### src/rtl/recur_seq_engine.sv
// recur_seq_engine: steps a four-register recurrence, either chained (ordered) or all at once (parallel)
// Ports: clk, rst (sync, active-high); start/mode/iters/a_in..d_in are sampled in IDLE;
//        a..d hold the current values; busy is high in RUN; done pulses once per run;
//        step_valid pulses after each update; iter_cnt counts completed iterations.
module recur_seq_engine #(
  parameter int WIDTH = 32,
  parameter int ITER_W = 4,
  parameter int STEP_CYCLES = 5
) (
  input  logic              clk,
  input  logic              rst,
  input  logic              start,
  input  logic              mode,
  input  logic [ITER_W-1:0] iters,
  input  logic [WIDTH-1:0]  a_in,
  input  logic [WIDTH-1:0]  b_in,
  input  logic [WIDTH-1:0]  c_in,
  input  logic [WIDTH-1:0]  d_in,
  output logic [WIDTH-1:0]  a,
  output logic [WIDTH-1:0]  b,
  output logic [WIDTH-1:0]  c,
  output logic [WIDTH-1:0]  d,
  output logic              busy,
  output logic              done,
  output logic              step_valid,
  output logic [ITER_W-1:0] iter_cnt
);
  localparam int WW = STEP_CYCLES > 1 ? $clog2(STEP_CYCLES) : 1;
  localparam logic [WW-1:0] LAST = WW'(STEP_CYCLES - 1);
  typedef enum logic [1:0] {IDLE, RUN, DONE} state_t;
  state_t state, state_n;
  logic [WW-1:0] wcnt;
  logic [1:0] phase;
  logic mode_q;
  logic [ITER_W-1:0] iters_q;
  logic step, last_step, fin;
  logic [ITER_W-1:0] it_n;
  always_comb begin
    step = state == RUN && wcnt == LAST;
    last_step = step && (mode_q || phase == 2'd3);
    it_n = iter_cnt + 1'b1;
    fin = last_step && it_n == iters_q;
    state_n = state;
    if (state == IDLE) state_n = start ? (iters == '0 ? DONE : RUN) : IDLE;
    else if (state == RUN) state_n = fin ? DONE : RUN;
    else state_n = IDLE;
  end
  assign busy = state == RUN;
  assign done = state == DONE;
  always_ff @(posedge clk) begin
    if (rst) begin
      state <= IDLE;
      {a, b, c, d} <= '0;
      iter_cnt <= '0;
      phase <= '0;
      wcnt <= '0;
      mode_q <= 1'b0;
      iters_q <= '0;
      step_valid <= 1'b0;
    end else begin
      state <= state_n;
      step_valid <= step;
      if (state == IDLE && start) begin
        {a, b, c, d} <= {a_in, b_in, c_in, d_in};
        mode_q <= mode;
        iters_q <= iters;
        iter_cnt <= '0;
        phase <= '0;
        wcnt <= '0;
      end else if (state == RUN) begin
        wcnt <= step ? '0 : wcnt + 1'b1;
        if (step) begin
          // Parallel mode enables all four at once; nonblocking reads give the pre-edge values.
          a <= (mode_q || phase == 2'd0) ? b + c : a;
          d <= (mode_q || phase == 2'd1) ? a - WIDTH'(3) : d;
          b <= (mode_q || phase == 2'd2) ? d + WIDTH'(10) : b;
          c <= (mode_q || phase == 2'd3) ? c + 1'b1 : c;
          phase <= mode_q ? 2'd0 : phase + 2'd1;
          if (last_step) iter_cnt <= it_n;
        end
      end
    end
  end
endmodule

### config.mk
export PLATFORM = sky130hd
export DESIGN_NAME = recur_seq_engine
export DESIGN_NICKNAME = d
export VERILOG_FILES = /design/src/rtl/recur_seq_engine.sv
export SDC_FILE = /design/constraint.sdc
export NUM_CORES = 1
export LEC_CHECK = 0
export CAP_MARGIN = 10
export CORE_MARGIN = 3
export CORE_UTILIZATION = 28
export CTS_CLUSTER_DIAMETER = 200
export CTS_CLUSTER_SIZE = 14
export DETAILED_ROUTE_END_ITERATION = 8
export SETUP_SLACK_MARGIN = 0.3
export SLEW_MARGIN = 15
export SYNTH_ARGS = -nofsm -noshare
export SYNTH_HDL_FRONTEND = slang
export SYNTH_SLANG_ARGS = --single-unit
### constraint.sdc
create_clock -name clk -period 3.37 [get_ports clk]
set_input_delay 0.8425 -clock clk [delete_from_list [all_inputs] [get_ports clk]]
set_output_delay 0.8425 -clock clk [all_outputs]
set_load 0.05 [all_outputs]
==> run_results.csv <==
group,metric,value,unit
logic_synthesis,yosysSeqAreaShare,0.317,
clocking,cts_tree,"built",
power_and_ir_drop,irDropWorstVdd,0.362,mV
placed_design,dp_slack,553,ps
detailed_routing,drt_iter0_markers,539,
logic_synthesis,synth.distinct_cells,67,
logic_synthesis,ys_ff_latch,145,
logic_synthesis,synthAdderAreaFrac,0.0582,
placed_design,io_buffers,270,
logic_synthesis,synth_top_family_by_area,"simple AND/OR/NAND/NOR gates",
logic_synthesis,synth_compound_area_frac,0.232,
critical_path,regToRegSetupSlack,600,ps
critical_path,critPathCaptureType,"register",
global_routing,met1_usage,0.257,
status,outcome,"finished, final reports clean",
global_routing,gr-total-overflow,0,
critical_path,path_common_cell,"o21ai_2",
critical_path,max_stage_delay,420,ps
timing,clock.fmax,0.361,GHz
timing,fin_setup_tns,0,ps
floorplan,io_pins,271,
logic_synthesis,synth_area_leaders,"dfxtp_1 32%, nor2_1 7.3%, nand2_1 6.0%",
placed_design,dp_hpwl,28400,um
critical_path,cp_num_buf_inv,0,
global_routing,grt.met2_usage,0.351,
logic_synthesis,synth_top_cell_by_area,"dfxtp_1",
clocking,cts_root_buf,"clkbuf_16",
finish,syn2layout_area_growth,41.4,%
critical_path,crit_required,3680,ps
detailed_routing,routedWlPerCell,19.5,um
global_routing,grt_pass1_wl,56400,um
critical_path,r2r-end,"a[24]",
placed_design,gp_congestion,0.856,
finish,final_common_cell,"clkdlybuf4s50_1",
timing,rsz0062_at_grt,"no",
timing,setup_slack,603,ps
logic_synthesis,syn_nets,1378,
global_routing,grt_antenna_before_repair,2,
logic_synthesis,synth_area,9160,sq um
detailed_routing,via_per_inst,5.15,
detailed_routing,drt-pass1-iter-count,5,
power_and_ir_drop,p_leak,0.00474,uW
logic_synthesis,async_flop_share,0,
floorplan,dieArea,34900,sq um
clocking,clkSinkCount,145,
logic_synthesis,synthMuxAreaShare,0.00875,
critical_path,crit_fanout,5,
timing,whs,470,ps
logic_synthesis,syn-instance-count,1200,
critical_path,setup.worst_path.start_class,"register",
critical_path,arrival,3070,ps
logic_synthesis,synth_top_area_frac,0.317,
global_routing,grt_use_total,0.204,
placed_design,placedInstanceArea,12300,sq um
finish,layout.nets,1611,
worst_hold_path,hp-class,"reg -> reg",
worst_hold_path,min_to,"iters_q[0]",
logic_synthesis,synth_edf_count,0,
logic_synthesis,synthXorXnorAreaFrac,0.104,
timing,fin_crit_sh,0.821,
finish,final_util,0.406,
worst_hold_path,hold_depth,2,
global_routing,grt.busiest_layer,"met2",
finish,postLayoutCellArea,12900,sq um
detailed_routing,ant_nets,0,
detailed_routing,vias,9698,
detailed_routing,post-route-drc-count,0,
power_and_ir_drop,cellPowerDensity,434,nW/um^2
logic_synthesis,synth-simple-area-share,0.241,
global_routing,grt_max_degree,96,
global_routing,grt_use_met3,0.0540,
timing,finalSetupViolCount,0,
logic_synthesis,ys_warn_count,0,
critical_path,cp_top_family,"compound AO/OA/AOI/OAI gates",
clocking,clk_pin_slew,80,ps
clocking,clk_latency,440,ps
logic_synthesis,synthFlopType,"dfxtp_1",
logic_synthesis,synth.avg_cell_area,7.63,sq um
critical_path,cp_cell_sequence,"ha_1 -> fa_1 -> a21oi_2 -> o22ai_1 -> o21ai_2 -> o21ba_2 -> o21ai_2 -> a41oi_1 -> xnor2_1 -> a2111oi_0",
clocking,clockBufferDepth,2,
timing,finalMaxSlewViolations,0,
timing,period_needed,2770,ps
critical_path,crit_type,"reg -> reg",
floorplan,die_h,187,um
global_routing,grt_pass1_vias,9576,
finish,drive_above_1_share,0.0539,
floorplan,core-area,31900,sq um
timing,hold_viol,0,
critical_path,rr_startpoint,"c[0]",
critical_path,startpoint,"c[0]",
clocking,htree_levels,4,
timing,skew,21.1,ps
clocking,cts_inserted_buffers,17,
floorplan,initial_utilization,0.287,
detailed_routing,drt-total-wl,36700,um
timing,timing.slew.headroom,0.438,
critical_path,worst_r2r_path_depth,10,
timing,worstMarginPinSlew,837,ps
flow_run,maxCapViolations,0,
finish,final_cell_mix,"269 x clkdlybuf4s50_1, 175 x nor2_1, 146 x nand2_1, 145 x dfxtp_1, 108 x a21oi_1",
critical_path,cp_slowest_cell,"fa_1",
floorplan,num_rows,65,
floorplan,die_w,187,um
worst_hold_path,hp-start,"iters_q[0]",
-- kinds of logic (layout without fill, tap and decap cells) --
logic type / Yosys count / count (layout)
buf+inv: 93 / 339
flops: 145 / 145
compound gates: 321 / 321
mux: 8 / 8
simple gates: 482 / 482
fa+ha+maj: 42 / 42
other cells: 0 / 1
xor+xnor: 109 / 109
-- final cells by class --
class                   instances  area [sq um]
well taps                     435           544
multi-input cells             962          5940
clock buffers                  17           425
inverters                      19          71.3
flip-flops and latches        145          2900
clock inverters                15           179
repair buffers                288          2890
fillers                      3320         18900
diodes                          1          2.50
-- stage by stage --
stage               instances  power [uW]
floorplan                1200        3020
global placement         1849        3690
detailed placement       1849        3690
CTS                      1881        5670
global route             1882        5880
finish                   1882        5620
-- sequential cells by signal, summed over array words and instances (netlist names) --
name        count
step_valid      1
d              32
c              32
a              32
phase           2
iters_q         4
wcnt            3
b              32
iter_cnt        4
state           2
mode_q          1
-- synth_stat cells, types with 11 or more instances --
master    instances
a22oi_1          24
a311oi_1         27
dfxtp_1         145
nor3_1           23
o21ai_0          36
xnor2_1          56
o211ai_1         11
a21o_1           11
nand2_1         147
a211oi_1         49
nand4_1          19
nor2_1          179
or3_1            15
and3_1           14
nand3_1          38
ha_1             41
a21oi_1         109
xor2_1           53
inv_1            19
clkbuf_1         64
-- tightest hold or removal path, delay by kind of cell, from the launching register on --
family,cells,cell delay (ps)
flip-flops,1,320
AO/OA/AOI/OAI,1,50
AND/OR/NAND/NOR,1,50
-- worst max path at each step --
stage | endpoint | cells past startpoint
after global placement | b[28] | 5
after global routing | a[24] | 10
after detailed placement | a[24] | 10
after floorplan | a[24] | 10
final | a[24] | 10
after CTS | a[24] | 10
-- metal layers --
layer	share of wire	vias up
li1	-	4777
met1	0.44	4603
met2	0.48	283
met3	0.064	33
met4	0.016	2
met5	0.00035	-
-- timing repair --
item                       CTS  global route
hold endpoints to repair     0             0
resized for setup            0             1
hold buffers                 0             0
setup buffers                0             0
setup endpoints to repair    0             1
-- where the power goes --
group          switching, uW  internal, uW
Sequential               201          1840
Combinational            982           632
Clock                    958          1010
Note: power is estimated with default switching activity, not from simulation.
